**config.mk**
```make
export PLATFORM = sky130hd
export DESIGN_NAME = regfile_write_arbiter
export DESIGN_NICKNAME = d
export VERILOG_FILES = /design/src/rtl/regfile_write_arbiter.sv
export SDC_FILE = /design/constraint.sdc
export NUM_CORES = 1
export LEC_CHECK = 0
export BUFFER_PORTS_ARGS = -buffer_cell sky130_fd_sc_hd__buf_2
export CORE_MARGIN = 2
export CORE_UTILIZATION = 41
export CTS_BUF_LIST = sky130_fd_sc_hd__clkbuf_4 sky130_fd_sc_hd__clkbuf_8 sky130_fd_sc_hd__clkbuf_16
export CTS_CLUSTER_SIZE = 16
export DETAILED_ROUTE_END_ITERATION = 16
export GPL_ROUTABILITY_DRIVEN = 0
export PLACE_DENSITY = 0.78
export SLEW_MARGIN = 15
export SYNTH_ARGS = -nofsm -noshare
export SYNTH_HDL_FRONTEND = slang
export SYNTH_SLANG_ARGS = --single-unit
```
**constraint.sdc**
```tcl
create_clock -name clk -period 1.3 [get_ports clk]
set_clock_uncertainty 0.05 [all_clocks]
set_input_delay 0.065 -clock clk [delete_from_list [all_inputs] [get_ports clk]]
set_output_delay 0.065 -clock clk [all_outputs]
set_load 0.005 [all_outputs]
```
**src/rtl/regfile_write_arbiter.sv**
```systemverilog
// Round-robin arbiter for the single register-file write port, plus a per-register busy scoreboard.
// Latency: the write is driven one cycle after the grant; a requester waits while hold=1 or while another requester is granted.
module regfile_write_arbiter #(
    parameter  int NREQ = 2,
    parameter  int AW   = 5,
    parameter  int DW   = 32,
    localparam int IW   = (NREQ > 1) ? $clog2(NREQ) : 1
) (
    input  logic                 clk,
    input  logic                 rst,
    input  logic                 hold,
    input  logic [NREQ-1:0]      req_valid,
    input  logic [NREQ*AW-1:0]   req_addr,
    input  logic [NREQ*DW-1:0]   req_data,
    output logic [NREQ-1:0]      req_ready,
    input  logic                 rsv_valid,
    input  logic [AW-1:0]        rsv_addr,
    output logic                 rf_we,
    output logic [AW-1:0]        rf_addr,
    output logic [DW-1:0]        rf_data,
    output logic [IW-1:0]        grant_id,
    output logic [(2**AW)-1:0]   busy
);

    logic [IW-1:0]      ptr;
    logic [IW-1:0]      gnt_idx;
    logic               gnt_found;
    logic               hs;
    logic [AW-1:0]      addr_arr [NREQ];
    logic [DW-1:0]      data_arr [NREQ];
    logic [(2**AW)-1:0] busy_nxt;

    // ptr is always < NREQ, so a single conditional subtract performs the wrap.
    function automatic logic [IW-1:0] rr_idx(input logic [IW-1:0] base, input int off);
        int s;
        s = int'(base) + off;
        if (s >= NREQ) s = s - NREQ;
        return IW'(s);
    endfunction

    always_comb begin
        for (int i = 0; i < NREQ; i++) begin
            addr_arr[i] = req_addr[i*AW +: AW];
            data_arr[i] = req_data[i*DW +: DW];
        end
    end

    always_comb begin
        gnt_found = 1'b0;
        gnt_idx   = '0;
        for (int k = 0; k < NREQ; k++) begin
            if (!gnt_found && req_valid[rr_idx(ptr, k)]) begin
                gnt_found = 1'b1;
                gnt_idx   = rr_idx(ptr, k);
            end
        end
    end

    // Gating with rst keeps ready low for the whole time reset is asserted.
    assign hs = rst & ~hold & gnt_found;

    always_comb begin
        req_ready = '0;
        if (hs) req_ready[gnt_idx] = 1'b1;
    end

    // A reservation landing in the same cycle as the write to that register wins.
    always_comb begin
        busy_nxt = busy;
        if (rf_we)     busy_nxt[rf_addr]  = 1'b0;
        if (rsv_valid) busy_nxt[rsv_addr] = 1'b1;
    end

    always_ff @(posedge clk or negedge rst) begin
        if (!rst) begin
            ptr      <= '0;
            rf_we    <= 1'b0;
            rf_addr  <= '0;
            rf_data  <= '0;
            grant_id <= '0;
            busy     <= '0;
        end else begin
            rf_we <= hs;
            busy  <= busy_nxt;
            if (hs) begin
                rf_addr  <= addr_arr[gnt_idx];
                rf_data  <= data_arr[gnt_idx];
                grant_id <= gnt_idx;
                ptr      <= (gnt_idx == IW'(NREQ-1)) ? '0 : gnt_idx + 1'b1;
            end
        end
    end

endmodule

```
Word-level counts from Yosys, hierarchy flattened

Index checks and enable logic that the tools add are counted.

Bitwise logic cells: 7
$add $sub $neg: 4
Muxes and demuxes: 26
Reduce and logical (&&, ||, !) cells: 5
Magnitude comparators: 11

Operators by type and width:

| operator              | number |
|---|---|
| $mux W32              | 5 |
| $and A32 B32 Y32      | 1 |
| $not A32 Y32          | 1 |
| $or A32 B32 Y32       | 1 |
| $mux W5               | 3 |
| $mux W1               | 14 |
| $lt A5 B6 Y1 const B  | 2 |
| $demux W1 S5          | 2 |
| $ge A5 B1 Y1 const B  | 2 |
| $lt A1 B2 Y1 const B  | 3 |
| $ge A2 B2 Y1 const B  | 2 |
| $logic_and A1 B1 Y1   | 4 |
| $add A1 B1 Y2 const B | 1 |
| $and A1 B1 Y1         | 2 |
| $ge A1 B2 Y1 const B  | 1 |
| $mux W2               | 1 |
| $not A1 Y2            | 1 |
| $sub A1 B1 Y1 const B | 2 |
| $add A1 B1 Y1 const B | 1 |
| $demux W1 S1          | 1 |
| $ge A1 B1 Y1 const B  | 1 |
| $logic_not A1 Y1      | 1 |
| $not A1 Y1            | 1 |

Register bits after elaboration: 72
Bits of input ports: 85
Word-level logic and storage cells: 59
Output and inout port bits: 73

Depth between registers and ports, before layout

Word-level depth: 13
Gate-level depth with buffers: 5
Mapped depth without buffers: 3

Worst setup path after synthesis

OpenSTA, ideal clock, no wires.

Path type: flip-flop to flip-flop
Start point: reg ptr
End point: reg rf_data[10]
Stages on the path, launching flop included: 6
Clock period less this slack: 1.369 ns
Setup slack: -0.069 ns
Required time: 1.124 ns
Arrival time: 1.193 ns
Cells stage by stage: dfrtp_1 > nand2b_1 > buf_6 > buf_6 > and4_1 > a221o_1

Longest elaborated chain between the ends: 12
Elaborated cells on any way between the ends: 22
Classes of those cells: add/sub (3); order compare (2); mux (13); bitwise (2); reduce/logical (2)

RTL lines:

| item                                                 | RTL line | source |
|---|---|---|
| start: declaration                                   | 25       | `logic [IW-1:0] ptr;` |
| start signal: assignment                             | 89       | `ptr <= (gnt_idx == IW'(NREQ-1)) ? '0 : gnt_idx + 1'b1;` |
| $ge A1 B2 Y1 / $sub A1 B1 Y1 (equally long branches) | 37       | `if (s >= NREQ) s = s - NREQ;` |
| $mux W1                                              | 37       |  |
| $mux W1 (implied by the code) (2 in a row)           | 52       | `if (!gnt_found && req_valid[rr_idx(ptr, k)]) begin` |
| $mux W1                                              | 52       |  |
| $logic_not A1 Y1                                     | 52       |  |
| $logic_and A1 B1 Y1                                  | 52       |  |
| $mux W1                                              | 52       |  |
| $not A1 Y2 (implied by the code)                     | 87       | `rf_data <= data_arr[gnt_idx];` |
| $mux W32 (implied by the code) (3 in a row)          | 87       |  |
| end signal: assignment                               | 87       |  |
| end: declaration                                     | 20       | `output logic [DW-1:0] rf_data,` |

Parallel ways exist; a longest one is shown, timed or not. The select of a mux whose other input is x is not followed.
A chain may end at the register's enable or synchronous reset.

Worst setup path in the final report

Start point: reg ptr
End point: reg rf_data[13]

The elaborated chain is that of the path after synthesis.

==> results.yml <==
sta:
  slew_viol_final: 0
  relSlewSlack_pct: 57.4
  setup_viol: 43
  fin_tns_setup_ns: -2.30
  period_minus_slack_ns: 1.39
  hold_viol_final: 0
  rsz0062_at_grt: "true"
  fin_crit_sh_pct: 107
  worst_slew_pin_slew_ns: 0.638
  max_freq_mhz: 717
  final.setup.worst_slack_ns: -0.0938
logic_synthesis:
  netlist_instances: 266
  yosysSeqAreaShare_pct: 55.9
  synth_edf_count: 0
  synthTopCellsByCount: "72 x dfrtp_1, 37 x a221o_1, 37 x and4_1"
  ys_ff_latch: 72
  syn_area_per_cell_um2: 12.1
  ys_top_cells_by_area: "dfrtp_1 56%, a221o_1 11%, and4_1 10%, o21ai_0 5.3%, o21ai_1 4.7%"
  synth_nets: 351
  synth_ff_type: "dfrtp_1"
  syn-cell-area_um2: 3220
  synth_top_area_share_pct: 55.9
  ys_async_sr_fraction_pct: 100
  synth_cell_types: 21
  synth_area_leader_cell: "dfrtp_1"
  synth-warning-count: 0
  synth_most_common_cell: "dfrtp_1"
floorplan:
  fp-row-count: 32
  fp.dieW_um: 92.7
  start_util_pct: 41.9
  core_area_um2: 7690
  dieArea_um2: 8590
  num_io_pins: 158
  die-height_um: 92.7
setup_path:
  critPathLaunchType: "register"
  cp_data_arrival_time_ns: 1.57
  cp.required_ns: 1.47
  crit_fanout: 11
  critPathKind: "reg2reg"
  endpoint_kind: "register"
grt:
  antenna_found_initial: 0
  grt_max_degree: 73
  grt.total_usage_pct: 24.9
  grt_pass1_wl_um: 16500
  grt_pass1_vias: 3328
  globalRouteOverflowTotal: 0
pwr:
  seq_power_share_pct: 43.6
  switching_share_pct: 29.7
  ir_drop_v: 0.000644
  powerDensity_nw_per_um2: 1410
  intPower_mw: 5.09
  pwr-share-comb_pct: 29.4
  p_leak_nw: 2.36
  switchingPower_mw: 2.16
  clkPwrFrac_pct: 26.9
finish:
  antenna_cells: 0
  fin_nets: 573
  layout-drive-gt1-share_pct: 48.9
  final_cell_area_um2: 5130
  area_growth_syn_to_layout_pct: 59.2
  final_util_pct: 66.8
route:
  dr_wl_met2_um: 5450
  firstDrtPassIters: 4
  wl_per_cell_um: 18.2
  viasPerCell: 5.71
  vias: 3395
  drc: 0
  wl_um: 10800
  drt_iter0_drc: 168
  drtAntennaViolNets: 0
  wl_met3_um: 964
  top_layer: "met4"
  drt-met1-wl_um: 4190
placed_design:
  post_dp_cell_area_um2: 4170
  dpl.hpwl_um: 6390
  port_buffers: 157
  pre_cts_slack_ns: -0.111
cts:
  clk_pin_slew_ns: 0.08
  worstSkewPairLatency_ns: 0.34
  cts-buffers-inserted: 9
  cts_root_buf: "clkbuf_8"
  cts_max_path_buffers: 2
  htreeDepth: 3
  tritoncts: "done"
  cts_sinks: 72
job:
  maxCapViolCount: 0
status:
  status: "finished, violations left"
  violations: "setup timing"
min_path:
  hold_class: "in2reg"
## worst paths after layout
check                        startpoint          end  slack (ns)  cells after the start
min in group asynchronous           rst   rf_addr[0]        0.34                      3
max                                 ptr  rf_data[13]       -0.09                      4
max reg2reg                         ptr  rf_data[13]       -0.09                      4
max in group asynchronous           rst   rf_addr[2]        0.37                      3
min reg2reg                     busy[1]      busy[1]        0.45                      2
min                        req_data[56]  rf_data[24]        0.03                      3
## cells in the final DEF (no fill, tap or decap), types with 3 or more instances in the layout
cell           count
buf_12             4
o21ai_1           45
dlygate4sd3_1     38
clkbuf_8           9
dfrtp_1           69
o21ai_2           18
nand2b_4           4
clkinv_4           3
buf_2            151
and4_1            37
or3b_4             4
a221o_1           37
dfrtp_2            3
buf_4             18
or3b_1             3
buf_6             18
nand3_1            4
nand3b_1          10
## per-stage QoR
step,total power [mW],std cells,hold slack (ns)
final,7.25,595,0.0327
after global routing,7.64,595,0.0383
after CTS,7.02,591,0.0185
after detailed placement,4.84,524,0.249
after global placement,4.77,524,0.244
after floorplan,3.86,266,-0.281
## routing by layer
metal  global-route usage, %  vias to the layer above
met5                       0                        -
met4                    11.0                        0
met3                    5.94                       22
met2                    41.4                      203
met1                    31.1                     1649
li1                        -                     1521
## area by class of cell
| class | count | area [µm²] |
|---|---|---|
| Inverter | 1 | 3.75 |
| Fill cell | 577 | 2550 |
| Clock buffer | 9 | 124 |
| Sequential cell | 72 | 1810 |
| Timing Repair Buffer | 230 | 1590 |
| Multi-Input combinational cell | 174 | 1390 |
| Clock inverter | 7 | 96.3 |
| Tap cell | 102 | 128 |
## power groups by stage
stage	Sequential (mW)	Combinational, mW	Clock [mW]
after floorplan	3.17	0.690	0
after global placement	3.13	1.64	0
after detailed placement	3.13	1.70	0
after CTS	3.11	1.93	1.98
after global routing	3.22	2.32	2.09
final	3.16	2.13	1.95
## registers in the layout (all words and copies together) (netlist names)
register  cells
busy         32
grant_id      1
ptr           1
rf_addr       5
rf_data      32
rf_we         1
## repair_timing
item | 4_1_cts | 5_1_grt
hold endpoints to repair | 109 | 0
hold buffers | 38 | 0
gates resized for setup | 18 | 62
gates cloned | 4 | 1
pin swaps | 14 | 24
endpoints found under the setup margin | 55 | 82
setup buffers | 9 | 4
## worst max-delay path: stages (launching register included)
cell,delay [ns]
dfrtp_1,0.38
nand2_1,0.06
and3_4,0.20
bufbuf_16,0.28
a221o_1,0.30
## cells by family (layout without fill, tap and decap cells)
group           Yosys count  after routing  synth area share, %
flops                    72             72                 55.9
simple gates             67             70                 16.8
compound gates          104            104                 22.2
buf+inv                  23            247                 5.16
Note: power is estimated with default switching activity, not from simulation.
